==> config.mk <==
export PLATFORM = sky130hd
export DESIGN_NAME = key_ctrl
export DESIGN_NICKNAME = d
export VERILOG_FILES = /design/src/rtl/key_ctrl_pkg.sv /design/src/rtl/key_debounce.sv /design/src/rtl/key_ctrl.sv
export SDC_FILE = /design/constraint.sdc
export NUM_CORES = 1
export LEC_CHECK = 0
export CAP_MARGIN = 20
export CELL_PAD_IN_SITES_DETAIL_PLACEMENT = 0
export CELL_PAD_IN_SITES_GLOBAL_PLACEMENT = 1
export CORE_MARGIN = 2
export CORE_UTILIZATION = 48
export DETAILED_ROUTE_END_ITERATION = 10
export PLACE_DENSITY_LB_ADDON = 0.15
export SLEW_MARGIN = 20
export SYNTH_ARGS = -nofsm -noshare
export SYNTH_HDL_FRONTEND = slang
export SYNTH_HIERARCHICAL = 1
export SYNTH_SLANG_ARGS = --single-unit
==> constraint.sdc <==
create_clock -name clk -period 4.4 [get_ports clk]
set_input_delay 0.44 -clock clk [delete_from_list [all_inputs] [get_ports clk]]
set_output_delay 0.44 -clock clk [all_outputs]
set_load 0.01 [all_outputs]
==> src/rtl/key_ctrl_pkg.sv <==
// key_ctrl_pkg: mode enumeration and default timing constants for the key controller.
package key_ctrl_pkg;
    typedef enum logic [1:0] {IDLE, RUN, EAT} state_e;
    localparam int DEBOUNCE_CYCLES_DEF = 2000000;
    localparam int EAT_TIMEOUT_DEF = 500000000;
endpackage

==> src/rtl/key_debounce.sv <==
// key_debounce: two-flop synchronizer, counting debouncer and rising-edge press strobe.
module key_debounce
    import key_ctrl_pkg::*;
#(
    parameter int DEBOUNCE_CYCLES = DEBOUNCE_CYCLES_DEF
) (
    input  logic clk,
    input  logic reset,
    input  logic key,
    output logic press
);
    logic sync1_q, sync1_d, sync2_q, sync2_d, stable_q, stable_d;
    logic press_q, press_d, lock_q, lock_d, hit;
    logic [1:0] fill_q, fill_d;
    logic [31:0] cnt_q, cnt_d;
    always_comb begin
        sync1_d = key;
        sync2_d = sync1_q;
        fill_d = {fill_q[0], 1'b1};
        hit = (sync2_q != stable_q) && (cnt_q == 32'(DEBOUNCE_CYCLES - 1));
        cnt_d = (sync2_q == stable_q || hit) ? '0 : cnt_q + {31'd0, ~&cnt_q};
        stable_d = hit ? sync2_q : stable_q;
        press_d = stable_d & ~stable_q & ~lock_q;
        // A key already held through reset stays locked until it is seen released.
        lock_d = lock_q & ~(fill_q[1] & ~sync2_q);
    end
    always_ff @(posedge clk) begin
        if (reset) begin
            sync1_q <= 1'b0;
            sync2_q <= 1'b0;
            stable_q <= 1'b0;
            cnt_q <= '0;
            press_q <= 1'b0;
            fill_q <= '0;
            lock_q <= 1'b1;
        end else begin
            sync1_q <= sync1_d;
            sync2_q <= sync2_d;
            stable_q <= stable_d;
            cnt_q <= cnt_d;
            press_q <= press_d;
            fill_q <= fill_d;
            lock_q <= lock_d;
        end
    end
    assign press = press_q;
endmodule

==> src/rtl/key_ctrl.sv <==
// key_ctrl: debounces three push-buttons and drives the IDLE/RUN/EAT mode FSM and direction toggle.
module key_ctrl
    import key_ctrl_pkg::*;
#(
    parameter int DEBOUNCE_CYCLES = DEBOUNCE_CYCLES_DEF,
    parameter int EAT_TIMEOUT = EAT_TIMEOUT_DEF
) (
    input  logic       clk,
    input  logic       reset,
    input  logic       key_run,
    input  logic       key_eat,
    input  logic       key_lh,
    output logic       run,
    output logic       eat,
    output logic       lh,
    output logic [2:0] press
);
    logic [2:0] keys, p;
    state_e state_q, state_d;
    logic [31:0] tmo_q, tmo_d;
    logic run_q, run_d, eat_q, eat_d, lh_q, lh_d;
    assign keys = {key_lh, key_eat, key_run};
    for (genvar i = 0; i < 3; i++) begin : g_db
        key_debounce #(.DEBOUNCE_CYCLES(DEBOUNCE_CYCLES)) u_db (
            .clk(clk),
            .reset(reset),
            .key(keys[i]),
            .press(p[i])
        );
    end
    always_comb begin
        state_d = state_q;
        // Eat press wins over a simultaneous run press; any press wins over timeout.
        if (p[1])
            state_d = (state_q == EAT) ? IDLE : EAT;
        else if (p[0])
            state_d = (state_q == RUN) ? IDLE : RUN;
        else if (state_q == EAT && tmo_q == 32'(EAT_TIMEOUT - 1))
            state_d = IDLE;
        tmo_d = (state_q == EAT && state_d == EAT) ? tmo_q + {31'd0, ~&tmo_q} : '0;
        run_d = state_d == RUN;
        eat_d = state_d == EAT;
        lh_d = lh_q ^ p[2];
    end
    always_ff @(posedge clk) begin
        if (reset) begin
            state_q <= IDLE;
            tmo_q <= '0;
            run_q <= 1'b0;
            eat_q <= 1'b0;
            lh_q <= 1'b0;
        end else begin
            state_q <= state_d;
            tmo_q <= tmo_d;
            run_q <= run_d;
            eat_q <= eat_d;
            lh_q <= lh_d;
        end
    end
    assign run = run_q;
    assign eat = eat_q;
    assign lh = lh_q;
    assign press = p;
endmodule

# == Word-level counts from Yosys, hierarchy flattened ==
# Cells that the tools add are included.
# word_totals
register_bits,154
input_bits,5
output_inout_bits,6
word_cells,104
# op_classes
addsub,4
n_eq_ne,14
muxes,11
bitwise_logic,26
reduce_logical,20
# ops
cell,n
adder 32 x 1 -> 32 bit,4
AND reduction 32 bit,4
"== test 32 x 21 -> 1 bit, second input constant",3
"== test 32 x 29 -> 1 bit, second input constant",1
NOT 1 bit,13
bitwise AND 1 bit,12
2-to-1 mux 2 bit,4
OR reduction 2 bit,4
2-to-1 mux 1 bit,7
logical AND 1 bit,5
"== test 2 x 1 -> 1 bit, second input constant",2
"== test 2 bit, second input constant",2
logical NOT 1 bit,4
== test 1 bit,3
logical OR 1 bit,3
inequality test 1 bit,3
bitwise XOR 1 bit,1

# == Longest topological paths before layout ==
# Gate-level depths: netlist (run 1).
# logic_depth
depth_word,9
depth_mapped,14
ltp_nobuf,12

# == Hierarchy ==
# Netlist (run 1), hierarchy kept.
# by_module_without_submodules
module,instances,cells_per_inst,area_per_inst_um2,seq_area_each_um2
key_debounce,3,221,1910.6,780.7
key_ctrl,1,197,1726.7,740.7

# == Worst setup path after synthesis (run 1) ==
# OpenSTA, ideal clock, no wires.
# synth_path
kind,reg-to-reg
start,register g_db[0].u_db.cnt_q[17]
end,register g_db[0].u_db.cnt_q[12]
setup_ps,117
arrival_time_ps,2975
required_time_ps,4283
slack_ps,1308
path_stages_with_launch,13
n_path_buf,3
period_less_slack_ps,3092
path_cell_list,dfxtp_1 > nand4_4 > or4_4 > buf_6 > or4_1 > ha_1 > ha_1 > and3_1 > clkbuf_1 > nand4_1 > clkbuf_8 > xor2_1 > nor2_1
# synth_between
elab_chain_cells,4
word_cells_on_any_way,7
classes_between,add/sub: 1; eq/ne: 1; reduce/logical: 5
# synth_lines
element,line,rtl
from (decl),key_debounce.sv:15,"logic [31:0] cnt_q, cnt_d;"
from (signal assigned),key_debounce.sv:40,cnt_q <= cnt_d;
"parallel branches: the longest is 4 deep, another holds adder 32 x 1 -> 32 bit",--,
# Parallel ways; which one is timed is not known.
# A chain may end at the register's enable or synchronous reset.

# == Worst setup path in the final report (run 1) ==
# layout_path
start,register g_db[1].u_db.cnt_q[17]
end,register g_db[1].u_db.cnt_q[24]
# layout_between
elab_chain_cells,4
word_cells_on_any_way,7
classes_between,add/sub: 1; eq/ne: 1; reduce/logical: 5
# layout_lines
element,line
from (decl),key_debounce.sv:15
from (signal assigned),key_debounce.sv:40
"parallel branches: the longest is 4 deep, another holds adder 32 x 1 -> 32 bit",--
# Parallel ways; which one is timed is not known.

==> results of run 1 <==
[power breakdown]
part,switching (W),internal [W],leakage [nW],total (W)
Combinational,0.0000181,0.0000121,0.923,0.0000302
Sequential,0.00000347,0.00140,1.24,0.00141
Clock,0.000559,0.000905,0.300,0.00146
Total,0.000581,0.00232,2.47,0.00290
[cells in the mapped netlist, drive strengths merged, types with 28 or more instances]
| cell type | number | share of area [%] |
|---|---|---|
| nor2 | 97 | 4.9 |
| or4 | 43 | 4.5 |
| nand2 | 52 | 2.6 |
| dfxtp | 154 | 41 |
| xor2 | 34 | 4.0 |
| nor3 | 28 | 2.0 |
| a21oi | 56 | 3.8 |
| nand4 | 48 | 4.7 |
| xnor2 | 39 | 4.6 |
| nand3 | 61 | 4.1 |
| o31ai | 30 | 3.0 |
| nor4 | 28 | 3.0 |
[cells by family after synthesis]
logic type,synth area share (%)
xor gates and xnor gates,8.57
buffers and inverters,4.80
DFF,41.3
and+or+nand+nor,34.3
adders and majority gates,1.85
AOI/OAI and AO/OA,9.19
[flip-flops by register name, summed over array words and instances, names as in the netlist]
register / flops
g_db.u_db/cnt_q: 96
tmo_q: 32
g_db.u_db/fill_q: 6
g_db.u_db/lock_q: 3
g_db.u_db/press: 3
g_db.u_db/stable_q: 3
g_db.u_db/sync1_q: 3
g_db.u_db/sync2_q: 3
state_q: 2
eat: 1
lh: 1
run: 1
[metal layers]
metal  GRT usage (%)  share of wire, %  routed length, um  vias to the layer above
met5               0                 0                  0                        -
met4            7.23               1.4                228                        0
met3            4.82               3.2                523                       19
met2            33.9                46               7620                      105
met1            27.4                49               8030                     2942
li1                -                 -                  -                     3139
[metrics by stage]
stage	power, W	cells	utilization, %
final	0.00290	1060	54.1
after global routing	0.00300	1060	54.1
after CTS	0.00293	1057	53.8
after detailed placement	0.00147	1025	49.9
after global placement	0.00146	1025	49.9
after floorplan	0.00145	860	-
[worst max-delay path, stage by stage (launching register included)]
cell	delay (ns)
dfxtp_1	0.45
nand4_4	0.19
or4_4	0.64
or4_1	0.60
ha_1	0.22
ha_1	0.21
and3_1	0.27
nand4_1	0.41
or3_2	0.21
a21oi_1	0.06
[cells in the final DEF, fill, tap and decap left out, drive strengths merged, types with 10 or more instances in the layout]
master / instances
xnor2: 39
inv: 26
nor3: 28
nor2b: 10
and4: 18
clkdlybuf4s50: 10
xor2: 34
or4: 43
a21oi: 56
nor4: 28
o21ai: 25
nand3: 61
nand2: 52
or3: 18
nor2: 97
dfxtp: 154
and3: 20
clkbuf: 24
nand4: 48
o31ai: 30
ha: 11
[cell type report]
type / count / area share, %
clock inverters: 8 / 1.10
clock buffers: 24 / 6.10
multi-input cells: 645 / 49.4
flip-flops and latches: 154 / 37.5
repair buffers: 15 / 1.86
well taps: 188 / 2.86
inverters: 26 / 1.19
[worst paths after layout]
path / start / end / slack [ns]
max: g_db[1].u_db/cnt_q[17] / g_db[1].u_db/cnt_q[24] / 1.01
min: g_db[2].u_db/fill_q[0] / g_db[2].u_db/fill_q[1] / 0.44
max reg2reg: g_db[1].u_db/cnt_q[17] / g_db[1].u_db/cnt_q[24] / 1.01
min reg2reg: g_db[2].u_db/fill_q[0] / g_db[2].u_db/fill_q[1] / 0.44
==> impl_results.md, run 1 <==
- CP Launch Type: flip-flop
- Vias in the first global route: 6013
- Layout cells sized above 1: 7.68%
- Hold WS: 0.441 ns
- Hold Crit Class: flip-flop to flip-flop
- DPL Wire Length: 11400 um
- Setup ws final: 1.01 ns
- Io pins: 11
- Post-Route WL: 16400 um
- Yosys reg bits: 154
- Status: completed
- Clock buffer depth: 2
- DR iter-0 viols: 415
- Crit path kind: flip-flop to flip-flop
- Area grow syn2layout: 10.2%
- Antenna fix cells: 0
- Final Hold Viols: 0
- Initial antenna violation count: 0
- Area of the multi-input gates: 4060 um2
- Top FF cell, synth: dfxtp_1
- WL per Instance: 15.5 um
- Reg2reg path depth: 9
- Die Wd: 129 um
- Critical Path Sink Type: flip-flop
- CORE AREA: 15200 um2
- GRT overflow: 0
- Synth unique cells: 44
- Crit path DAT: 3.68 ns
- Num CTS Buffers: 17
- Worst slew pin tran: 0.861 ns
- Max FO, Critical Path: 13
- Setup TNS: 0 ns
- DP Worst Slack: 0.988 ns
- DP Area: 7590 um2
- Hold Crit Depth: 1
- Post-DRT Antenna Nets: 0
- Power per Cell Area: 353 nW/um2
- Max Cap Violations: 0
- Setup Buffers After CTS: 0
- EDFF count, synth: 0
- CTS resizes: 0
- Largest net degree at the start of global routing: 33
- Peak supply drop: 0.000302 V
- Final min period: 3.39 ns
- Ys async rst share: 0%
- Gr usage total: 20.9%
- Nets: 875
- DR pass1 iterations: 5
- Clk_lat worst skew: 0.42 ns
- Cells after Synth: 860
- Total Die Area: 16600 um2
- Total number of vias: 6205
- Mapped cell area: 7460 um2
- Clk sinks: 154
- YS warnings: 6
- Register Area: 3080 um2
- Setup-violating endpoint count in the final report: 0
- Via/cell ratio: 5.85
- RSZ-0062 raised after global routing: no
- Max Slew Vio Count: 0
- CTS tree: yes
- Final worst-path cycle share: 77.1%
- # rows: 45
- Die Y: 129 um
- Avg Cell Area, Syn: 8.67 um2
- Worst-path clk slew: 0.06 ns
- H-tree depth: 4
- FILL cells: 1432
- Wire length of the first global-routing pass: 28300 um
- Initial Utilization: 49.1%
- Leakage power: 2.47 nW
- Final instance area: 8220 um2
- Fmax achieved: 0.295 GHz
- Port-buffer cells: 10
- Sequential area share after synthesis: 41.3%
- Clock Root Buffer: clkbuf_16
- Drt drc: 0
- Post-route clock skew: 0.00878 ns
- Synthesized net count: 876
- Max-slew headroom: 42.4%
- Hold buffers post-CTS: 0
- Data required time at the worst endpoint: 4.68 ns
- GPL Wtd Cong: 0.824
Power figures use the tool's default switching activity.
==> run 2: changes to the inputs <==
--- a/config.mk
+++ b/config.mk
@@ -9,7 +9,7 @@
 export CELL_PAD_IN_SITES_DETAIL_PLACEMENT = 0
 export CELL_PAD_IN_SITES_GLOBAL_PLACEMENT = 1
 export CORE_MARGIN = 2
-export CORE_UTILIZATION = 48
+export CORE_UTILIZATION = 44
 export DETAILED_ROUTE_END_ITERATION = 10
 export PLACE_DENSITY_LB_ADDON = 0.15
 export SLEW_MARGIN = 20
==> constraint.sdc (replaced) <==
create_clock -name clk -period 2.9 [get_ports clk]
set_input_delay 0.29 -clock clk [delete_from_list [all_inputs] [get_ports clk]]
set_output_delay 0.29 -clock clk [all_outputs]
set_load 0.01 [all_outputs]
==> run 2 against run 1 <==
Worst hold slack lost 0.024 ns. Sequential power grew 51%. Via count grew 4.1%. Register-to-register slack lost 0.83 ns. Final cell count grew 6.8%.
==> impl_results.md, run 2 (synthesis results as in run 1) <==
- CP delay by family, top: simple AND/OR/NAND/NOR gates
- Max reg flops: 96
- Reg2reg path depth: 10
- GPL Wtd Cong: 0.827
- M1 WL: 8200 um
- Met2 WL: 8020 um
- Critical Path Sink Type: flip-flop
- Total number of vias: 6462
- Post-Route WL: 16900 um
- Power per Cell Area: 496 nW/um2
- Setup-violating endpoint count in the final report: 0
- Leakage power: 2.67 nW
- Drt drc: 0
- Seq pwr share: 49.7%
- Crit path buf inv count: 1
- Via/cell ratio: 5.71
- Initial Utilization: 45.0%
- Comb pwr share: 1.1%
- DP Area: 8050 um2
- Worst Min Path Start: key_run
- Wire length of the first global-routing pass: 29400 um
- Final worst-path cycle share: 94.0%
- Final min period: 2.73 ns
- DP Worst Slack: 0.0967 ns
- CP Launch Type: flip-flop
- Post-route clock skew: 0.0106 ns
- # rows: 47
- Largest net degree at the start of global routing: 30
- Max Cap Violations: 0
- WP depth: 10
- Max Slew Vio Count: 0
- Finished Layout Cells: 1132
- Hold Crit Depth: 2
- Worst slew pin tran: 0.585 ns
- WL per Instance: 15.0 um
- Data required time at the worst endpoint: 3.22 ns
- Largest regs: g_db.u_db/cnt_q (96), tmo_q (32), g_db.u_db/fill_q (6)
- Vias in the first global route: 6158
- Peak supply drop: 0.000461 V
- GRT overflow: 0
- Clk_lat worst skew: 0.43 ns
- Setup TNS: 0 ns
- Max FO, Critical Path: 13
- Slowest CP cell: or4_4
- Switching power: 0.000873 W
- Hold Crit Class: input port to flip-flop
- CTS tree: yes
- Initial antenna violation count: 0
- DR pass1 iterations: 5
- Routed wl met3: 497 um
- CP dominant cell by count: or4_4
- Die Wd: 134 um
- FILL cells: 1575
- Most frequent cells in the layout: dfxtp_1, nor2_1, nand3_1, a21oi_1, nand2_1
- R2R setup slack: 0.17 ns
- R2R Path Start: g_db[1].u_db/cnt_q[22]
- Hold Crit Endpoint: g_db[0].u_db/sync1_q
- Layout cells sized above 1: 14.0%
- RSZ-0062 raised after global routing: no
- Max-slew headroom: 60.6%
- Clock buffer depth: 2
- Clk sinks: 154
- Io pins: 11
- Setup ws final: 0.175 ns
- Commonest non-fill, non-tap cell in the layout: dfxtp_1
- Worst-path clk slew: 0.06 ns
- Final Hold Viols: 0
- Placed instance count: 1100
- Crit path kind: flip-flop to flip-flop
- Num CTS Buffers: 17
- Critical Path, Cell by Cell: nand3_1, or4_4, or4_4, ha_4, ha_2, and3_1, nand4_1, buf_4, xor2_1, nor2_1
- DR iter-0 viols: 427
- Nets: 917
- Antenna fix cells: 0
- Fmax achieved: 0.367 GHz
- Sw frac: 20.4%
- Area grow syn2layout: 15.9%
- Most flops, register: g_db.u_db/cnt_q
- Status: completed
- Gr usage total: 20.0%
- Post-DRT Antenna Nets: 0
- CORE AREA: 16600 um2
- Final instance area: 8640 um2
- Total Die Area: 18000 um2
- P_int: 0.00341 W
- Clock Root Buffer: clkbuf_16
- Clk network pwr share: 49.2%
- Reg2reg end: g_db[1].u_db/cnt_q[12]
- Top sig layer: met4
- Die Y: 134 um
- Port-buffer cells: 10
- Crit path DAT: 3.05 ns
- H-tree depth: 4
- Worst path max stage delay: 0.53 ns
- Hold buffers post-CTS: 0
- DPL Wire Length: 12200 um
-- run 2: cell types whose count changed in the layout (fill, tap and decap cells not counted), sizes merged --
cell,before,now
buf,5,47
clkbuf,24,21
clkinvlp,0,1
-- run 2: layer usage --
layer | vias to the layer above | GRT usage (%)
li1 | 3245 | -
met1 | 3105 | 26.2
met5 | - | 0
met2 | 94 | 32.3
met4 | 0 | 7.49
met3 | 18 | 4.65
-- run 2: how the worst max path moves through the flow --
stage                            from                      to  slack (ns)
3_5_place_dp   g_db[2].u_db/cnt_q[22]  g_db[2].u_db/cnt_q[24]         0.1
4_1_cts        g_db[2].u_db/cnt_q[22]  g_db[2].u_db/cnt_q[24]         0.1
5_1_grt        g_db[1].u_db/cnt_q[22]  g_db[1].u_db/cnt_q[24]        0.02
3_3_place_gp   g_db[1].u_db/cnt_q[13]  g_db[1].u_db/cnt_q[12]        0.19
6_report       g_db[1].u_db/cnt_q[22]  g_db[1].u_db/cnt_q[12]        0.17
2_1_floorplan  g_db[0].u_db/cnt_q[18]  g_db[0].u_db/cnt_q[12]        0.08
-- run 2: per-stage QoR --
stage / power [W] / hold slack [ns] / util, %
after floorplan: 0.00220 / 0.359 / -
after detailed placement: 0.00222 / 0.420 / 48.6
after CTS: 0.00435 / 0.396 / 51.9
after global placement: 0.00222 / 0.420 / 48.6
after global routing: 0.00445 / 0.408 / 52.1
final: 0.00429 / 0.417 / 52.1
-- run 2: area by class of cell --
type	instances	area, um2	area share [%]
well taps	220	275	3.18
multi-input cells	645	4120	47.6
repair buffers	57	490	5.67
inverters	26	97.6	1.13
clock inverters	9	101	1.17
clock buffers	21	450	5.21
flip-flops and latches	154	3110	36.0
-- run 2: power groups by stage --
| stage | Combinational, W | Clock (W) | Sequential (W) |
|---|---|---|---|
| CTS | 0.0000480 | 0.00217 | 0.00213 |
| global route | 0.0000533 | 0.00227 | 0.00213 |
| finish | 0.0000469 | 0.00211 | 0.00213 |
| global placement | 0.0000466 | 0 | 0.00217 |
| floorplan | 0.0000267 | 0 | 0.00217 |
| detailed placement | 0.0000478 | 0 | 0.00217 |
-- run 2: repair_timing --
action | in CTS | in global routing
buffers inserted | 0 | 2
resized for setup | 0 | 1
hold endpoints to repair | 0 | 0
endpoints found under the setup margin | 0 | 15
-- run 2: worst register-to-register path, stage by stage, from the launching register on --
cell,delay (ns)
dfxtp_1,0.42
nand3_1,0.10
or4_4,0.53
or4_4,0.46
ha_4,0.17
ha_2,0.18
and3_1,0.27
nand4_1,0.10
buf_4,0.18
xor2_1,0.16
nor2_1,0.05
